**src/rtl/ifetch_prefetch.sv**
```systemverilog
`timescale 1ns/1ps
`default_nettype none
// ============================================================================
//  Module   : ifetch_prefetch
//  Purpose  : Sequential instruction prefetcher. Issues one word read at a
//             time to a slow memory over req/ack and buffers the returned
//             words with their PCs in a small FIFO. Redirects flush the FIFO
//             and drop any in-flight read.
//  Revision : 1.0  initial release
// ============================================================================
module ifetch_prefetch #(
   parameter int          DEPTH    = 4,
   parameter logic [31:0] RESET_PC = 32'h0000_0000
) (
   input  logic        clk,
   input  logic        reset,
   output logic        mem_req,
   output logic [31:0] mem_addr,
   input  logic        mem_ack,
   input  logic [31:0] mem_rdata,
   output logic        instr_valid,
   output logic [31:0] instr,
   output logic [31:0] instr_pc,
   input  logic        instr_ready,
   input  logic        redirect,
   input  logic [31:0] redirect_pc
);

   localparam int          AW         = (DEPTH > 1) ? $clog2(DEPTH) : 1;
   localparam logic [AW:0] C_DEPTH    = (AW+1)'(DEPTH);
   localparam logic [AW:0] C_DEPTH_M1 = (AW+1)'(DEPTH - 1);
   localparam logic [31:0] C_PC_STEP  = 32'd4;

   // IDLE: nothing outstanding; REQ: read outstanding, data kept;
   // DISCARD: read outstanding, data dropped when it returns.
   typedef enum logic [1:0] {
      S_IDLE    = 2'd0,
      S_REQ     = 2'd1,
      S_DISCARD = 2'd2
   } state_t;

   state_t        state_q, state_d;
   logic [31:0]   fetch_pc_q, fetch_pc_d;
   logic [31:0]   mem_addr_q, mem_addr_d;
   logic [AW:0]   count_q, count_d;
   logic [AW:0]   count_pop;
   logic [AW-1:0] rd_ptr_q, wr_ptr_q;
   logic [31:0]   pc_mem_q   [DEPTH];
   logic [31:0]   data_mem_q [DEPTH];
   logic          push;
   logic          pop;
   logic [31:0]   redirect_pc_al;

   assign redirect_pc_al = redirect_pc & 32'hFFFF_FFFC;
   // A redirect wins over a pop in the same cycle.
   assign pop            = (count_q != '0) && instr_ready && !redirect;
   assign count_pop      = count_q - {{AW{1'b0}}, pop};

   assign mem_req     = (state_q != S_IDLE);
   assign mem_addr    = mem_addr_q;
   assign instr_valid = (count_q != '0);
   assign instr       = data_mem_q[rd_ptr_q];
   assign instr_pc    = pc_mem_q[rd_ptr_q];

   // Fetch FSM next state: issue rule uses the post-cycle occupancy so an ack always has room.
   always_comb begin
      state_d    = state_q;
      fetch_pc_d = fetch_pc_q;
      mem_addr_d = mem_addr_q;
      push       = 1'b0;
      case (state_q)
         S_IDLE: begin
            if (redirect) begin
               fetch_pc_d = redirect_pc_al;
               mem_addr_d = redirect_pc_al;
               state_d    = S_REQ;
            end else if (count_pop < C_DEPTH) begin
               mem_addr_d = fetch_pc_q;
               state_d    = S_REQ;
            end
         end
         S_REQ: begin
            if (redirect) begin
               fetch_pc_d = redirect_pc_al;
               if (mem_ack) begin
                  mem_addr_d = redirect_pc_al;
                  state_d    = S_REQ;
               end else begin
                  state_d    = S_DISCARD;
               end
            end else if (mem_ack) begin
               push       = 1'b1;
               fetch_pc_d = fetch_pc_q + C_PC_STEP;
               // After this push the count is count_pop+1; reissue only if still below DEPTH.
               if (count_pop < C_DEPTH_M1) begin
                  mem_addr_d = fetch_pc_q + C_PC_STEP;
                  state_d    = S_REQ;
               end else begin
                  state_d    = S_IDLE;
               end
            end
         end
         S_DISCARD: begin
            if (redirect) begin
               fetch_pc_d = redirect_pc_al;
            end
            if (mem_ack) begin
               mem_addr_d = redirect ? redirect_pc_al : fetch_pc_q;
               state_d    = S_REQ;
            end
         end
         default: state_d = S_IDLE;
      endcase
      count_d = redirect ? '0 : (count_pop + {{AW{1'b0}}, push});
   end

   // Control state, fetch PC, request address and FIFO pointers.
   always_ff @(posedge clk or negedge reset) begin
      if (!reset) begin
         state_q    <= S_IDLE;
         fetch_pc_q <= RESET_PC;
         mem_addr_q <= RESET_PC;
         count_q    <= '0;
         rd_ptr_q   <= '0;
         wr_ptr_q   <= '0;
      end else begin
         state_q    <= state_d;
         fetch_pc_q <= fetch_pc_d;
         mem_addr_q <= mem_addr_d;
         count_q    <= count_d;
         if (redirect) begin
            rd_ptr_q <= '0;
            wr_ptr_q <= '0;
         end else begin
            if (push) wr_ptr_q <= wr_ptr_q + AW'(1);
            if (pop)  rd_ptr_q <= rd_ptr_q + AW'(1);
         end
      end
   end

   // FIFO storage; cleared on reset so the head outputs read as zero.
   always_ff @(posedge clk or negedge reset) begin
      if (!reset) begin
         for (int i = 0; i < DEPTH; i++) begin
            pc_mem_q[i]   <= '0;
            data_mem_q[i] <= '0;
         end
      end else if (push) begin
         pc_mem_q[wr_ptr_q]   <= fetch_pc_q;
         data_mem_q[wr_ptr_q] <= mem_rdata;
      end
   end

endmodule
`default_nettype wire

```
**config.mk**
```make
export PLATFORM = sky130hd
export DESIGN_NAME = ifetch_prefetch
export DESIGN_NICKNAME = d
export VERILOG_FILES = /design/src/rtl/ifetch_prefetch.sv
export SDC_FILE = /design/constraint.sdc
export NUM_CORES = 1
export LEC_CHECK = 0
export CAP_MARGIN = 20
export CORE_MARGIN = 2
export CORE_UTILIZATION = 57
export DETAILED_ROUTE_END_ITERATION = 8
export PLACE_DENSITY = 0.9
export SLEW_MARGIN = 10
export SYNTH_ARGS = -nofsm -noshare
export SYNTH_HDL_FRONTEND = slang
export SYNTH_SLANG_ARGS = --single-unit
```
**constraint.sdc**
```tcl
create_clock -name clk -period 3.3 [get_ports clk]
set_input_delay 0.33 -clock clk [delete_from_list [all_inputs] [get_ports clk]]
set_output_delay 0.33 -clock clk [all_outputs]
set_load 0.05 [all_outputs]
```
# Yosys cells after proc, flatten, opt, wreduce, memory -nomap -nowiden
# Index checks and enable logic that the tools add are counted.
[op_classes] add_sub_neg=5 order_cmp=5 n_eq_ne=7 muxes=38 n_bitwise=2 reduce_logical=15
[op_table] cell="32-bit 2-to-1 mux" count=15
[op_table] cell="128-bit bitwise mux" count=2
[op_table] cell="32-bit binary-select mux with 2-bit select" count=2
[op_table] cell="32-bit one-hot mux with 3 select lines" count=1
[op_table] cell="32-bit demux with 2-bit select" count=1
[op_table] cell="32-bit one-hot mux with 2 select lines" count=1
[op_table] cell="32-bit by 3-bit adder with 32-bit output (second input constant)" count=1
[op_table] cell="2-bit 2-to-1 mux" count=10
[op_table] cell="3-bit != test (second input constant)" count=3
[op_table] cell="2-bit nonzero test" count=4
[op_table] cell="3-bit >= comparator (second input constant)" count=2
[op_table] cell="2-bit inverter with 3-bit output" count=2
[op_table] cell="2-bit one-hot mux with 3 select lines" count=1
[op_table] cell="3-bit nonzero test" count=2
[op_table] cell="5-bit AND reduction" count=1
[op_table] cell="2-bit by 1-bit adder with 2-bit output (second input constant)" count=2
[op_table] cell="1-bit 2-to-1 mux" count=4
[op_table] cell="2-bit != test (second input constant)" count=2
[op_table] cell="3-bit by 1-bit adder with 3-bit output" count=1
[op_table] cell="1-bit logical AND" count=3
[op_table] cell="3-bit by 1-bit < comparator with 1-bit output (second input constant)" count=1
[op_table] cell="3-bit by 2-bit < comparator with 1-bit output (second input constant)" count=1
[op_table] cell="3-bit < comparator (second input constant)" count=1
[op_table] cell="3-bit 2-to-1 mux" count=1
[op_table] cell="8 further kinds" count=8
[totals] regBits=329 input_bits=69 output_inout_bits=98 elab_cells=86

# Logic depth before layout (Yosys ltp)
[logic_depth] depth_word=9 depth_mapped=14

# Least setup slack after synthesis
# OpenSTA, ideal clock, no wires.
[synth_path] path_type="input to register" from="input redirect" to="register mem_addr_q[20] (netlist: mem_addr[20])" t_arrival_ps=2807 setup_slack_ps=351 cell_stages=13 n_path_buf=6 cell_sequence="buf_2 -> buf_2 -> buf_1 -> buf_1 -> nor2_1 -> ha_1 -> ha_1 -> nor3_1 -> o22ai_1 -> o31ai_1 -> buf_2 -> buf_1 -> o221ai_1"
[synth_via] elab_chain_cells=6
[synth_lines] item="start: declaration" line="25" rtl="input logic redirect,"
[synth_lines] item="1-bit logical NOT" line="56" rtl="assign pop = (count_q != '0) && instr_ready && !redirect;"
[synth_lines] item="1-bit logical AND" line="56"
[synth_lines] item="3-bit by 1-bit subtractor with 3-bit output" line="57" rtl="assign count_pop = count_q - {{AW{1'b0}}, pop};"
[synth_lines] item="3-bit by 2-bit < comparator with 1-bit output / 3-bit < comparator (equally long branches)" line="95, 77"
[synth_lines] item="3-bit != test (no line)"
[synth_lines] item="5-bit AND reduction (no line)"
[synth_lines] item="end signal: assignment" line="129" rtl="mem_addr_q <= mem_addr_d;"
[synth_lines] item="end: declaration" line="44" rtl="logic [31:0] mem_addr_q, mem_addr_d;"
# Parallel ways exist; a longest one is shown, timed or not. The select of a mux whose other input is x is not followed.
# A chain may end at the register's enable or synchronous reset.

# Worst setup path in the final report
[layout_path] from="register rd_ptr_q[0]" to="output instr[17]"
[layout_via] elab_chain_cells=4
[layout_lines] item="start: declaration" line="47" rtl="logic [AW-1:0] rd_ptr_q, wr_ptr_q;"
[layout_lines] item="start signal: assignment" line="136" rtl="if (pop) rd_ptr_q <= rd_ptr_q + AW'(1);"
[layout_lines] item="2-bit inverter with 3-bit output (implied by the code)" line="62" rtl="assign instr = data_mem_q[rd_ptr_q];"
[layout_lines] item="32-bit binary-select mux with 2-bit select" line="62"
[layout_lines] item="32-bit 2-to-1 mux (implied by the code) (2 in a row)" line="62"
[layout_lines] item="end: declaration" line="22" rtl="output logic [31:0] instr,"
# Every way passes these cells. The select of a mux whose other input is x is not followed.

==> results_dict.tcl <==
set metrics [dict create \
    r2r_start "count_q[0]$_DFF_PN0_" \
    grt_pass1_vias 11250 \
    p_sw_share_pct 40.49 \
    reg2reg_to "mem_addr[20]$_DFFE_PN0P_" \
    rsz0062_at_grt "no" \
    ys_warn_count 0 \
    postCtsSetupRepairBufs 0 \
    antenna_left 0 \
    net-switching-power_mw 7.973 \
    grt_overflow_total 0 \
    yosysTopAreaCell "dfrtp_1" \
    die_y_um 170.7 \
    multi_input_area_mm2 0.007084 \
    path_clk_slew_ps 60 \
    hold_end "count_q[2]$_DFF_PN0_" \
    dr.pass1.iters 6 \
    regArea_mm2 0.008238 \
    crit_required_ps 2970 \
    async_flop_share_pct 100.0 \
    internal-power_mw 11.72 \
    outcome "finished clean" \
    netlist_instances 1202 \
    setup_viol 0 \
    dpl.hpwl_um 24010 \
    fin_nets 1403 \
    cp-end-kind "primary output" \
    drive_above_1_share_pct 30.34 \
    fin_crit_sh_pct 92.59 \
    gp_congestion 0.9104 \
    ys_top_cells_by_area "dfrtp_1 52%, mux2_2 17%, mux4_2 9.1%, buf_2 1.7%, mux2_1 1.5%" \
    cts_root_buffer "clkbuf_16" \
    pwr-share-seq_pct 34.8 \
    skew_ps 11.54 \
    maxSlewViolCount 0 \
    drc 0 \
    drt_first_iter_violations 1212 \
    dp_slack_ps 366.7 \
    cap_violations 0 \
    fmax_mhz 327.3 \
    synthFlopType "dfrtp_1" \
    grt_pass1_wl_um 60480 \
    crit_type "flop to primary output" \
    ys_seq_elements 329 \
    relSlewSlack_pct 34.75 \
    power.leakage_nw 8.149 \
    avgSynthCellArea_um2 13.17 \
    avgViaCountPerCell 6.246 \
    nFillCells 1880 \
    pin_count 167 \
    hp-start "redirect" \
    clkLatencyLatePin_ps 510 \
    cts_tree "yes" \
    coreArea_mm2 0.02755 \
    peakVddDrop_v 0.0007712 \
    io_buffers 164 \
    routed_wl_um 37600 \
    die_w_um 170.7 \
    layout_setup_ws_ps 244.4 \
    initial_core_util_pct 57.46 \
    min_path_type "input pin to flop" \
    combPwrFrac_pct 45.2 \
    period_minus_slack_ps 3056 \
    htree_levels 2 \
    vias 10790 \
    grtUsageTotal_pct 26.50 \
    grt_antenna_before_repair 1 \
    worstPathArrival_ps 2730 \
    critical_path_peak_fanout 27 \
    netlist.area_leader.share_pct 52.00 \
    powerDensity_mw_per_mm2 1039 \
    r2r_slack_ps 260 \
    clkPwrFrac_pct 19.9 \
    finalHoldViolations 0 \
    tns_ps 0 \
    synth.net_count 1280 \
    hold_depth 3 \
    synth_commonest_cells "329 x dfrtp_1, 239 x mux2_2, 64 x mux4_2, 63 x nand2_1, 54 x buf_2" \
    synth_edf_count 0 \
    ys_seq_area_share_pct 52.00 \
    worstSetupStartpointType "flop" \
    rows 61 \
    area_growth_pct 19.71 \
    clock_path_buffers 3 \
    cts.sinks 329 \
    yosysMostFrequentCell "dfrtp_1" \
    wire_per_inst_um 21.77 \
    yosysUniqueCellTypes 63 \
    grt_max_degree 104 \
    worstMarginPinSlew_ps 970.7 \
    synthesis.area_mm2 0.01583 \
    numCtsBuffers 36 \
    die_area_mm2 0.02913 \
    rr_worst_depth 11 \
]
==> cell families after synthesis <==
| group | Yosys count | synth area share, % |
|---|---|---|
| mux | 330 | 27.98 |
| flops | 329 | 52.00 |
| simple gates | 248 | 8.408 |
| compound gates | 139 | 6.014 |
| buf+inv | 119 | 3.343 |
| xor+xnor | 28 | 1.549 |
| fa+ha+maj | 9 | 0.7113 |
==> routing by layer <==
| metal | share of wire (%) | track usage, % | vias to the layer above | routed length (um) |
|---|---|---|---|---|
| met5 | 0 | 0 | - | 0 |
| met3 | 8.0 | 5.274 | 116 | 3014 |
| li1 | - | - | 4689 | - |
| met2 | 48 | 43.62 | 524 | 18140 |
| met4 | 3.1 | 8.361 | 0 | 1154 |
| met1 | 41 | 35.76 | 5457 | 15300 |
==> state kept, by name (all words and copies together) (netlist names) <==
name and flops:
rd_ptr_q 2, pc_mem_q 128, count_q 3, state_q 2, mem_addr 32, fetch_pc_q 32, wr_ptr_q 2, data_mem_q 128
==> how the worst max path moves through the flow <==
stage	startpoint	end	slack [ps]
after global routing	count_q[0]$_DFF_PN0_	mem_addr[21]$_DFFE_PN0P_	90
after global placement	count_q[0]$_DFF_PN0_	mem_addr[20]$_DFFE_PN0P_	440
after floorplan	redirect	mem_addr[20]$_DFFE_PN0P_	350
after detailed placement	count_q[0]$_DFF_PN0_	mem_addr[9]$_DFFE_PN0P_	370
final	rd_ptr_q[0]$_DFFE_PN0P_	instr[17]	240
after CTS	rd_ptr_q[0]$_DFFE_PN0P_	instr[17]	180
==> power by group through the flow <==
stage          Combinational, mW  Clock (mW)  Sequential, mW
3_5_place_dp                8.89           0            6.87
3_3_place_gp                8.70           0            6.71
5_1_grt                     9.41        4.17            7.05
6_report                    8.91        3.92            6.86
2_1_floorplan               6.24           0            6.80
4_1_cts                     8.95        3.98            6.83
==> stage by stage <==
step	area, um2	hold WS [ps]	power (mW)	std cells	util [%]
5_1_grt	18950	350.0	20.63	1726	68.78
3_5_place_dp	17790	334.0	15.76	1664	64.56
3_3_place_gp	17790	331.5	15.41	1664	64.56
2_1_floorplan	15830	34.41	13.04	1202	-
4_1_cts	18950	325.5	19.75	1726	68.78
6_report	18950	341.6	19.69	1727	68.79
==> cell usage in the layout (no fill, tap or decap), drive strengths merged, types with 30 or more instances in the layout <==
cell           netlist  layout
dfrtp              329     329
o21ai               30      30
nor2                44      44
mux4                64      64
nand3               41      41
nand2               68      68
clkdlybuf4s50        0     162
buf                 71      30
clkbuf              37      54
mux2               260     260
==> area by class of cell <==
type                    instances  area share, %
diodes                          1        0.01320
clock buffers                  54          5.750
flip-flops and latches        329          43.46
multi-input cells             754          37.38
repair buffers                193          10.35
well taps                     378          2.495
inverters                      11         0.2179
clock inverters                 7         0.3301
==> critical path, stage by stage (launching register included) <==
cell             delay [ps]
dfrtp_4                 430
buf_4                   460
mux4_2                  600
clkdlybuf4s50_1         720
==> timing repair <==
| item | CTS | global route |
|---|---|---|
| hold endpoints to repair | 66 | 0 |
| hold buffers | 1 | 0 |
| gates resized for setup | 0 | 0 |
| endpoints found under the setup margin | 0 | 0 |
No activity file was read; power rests on OpenSTA's default activity.
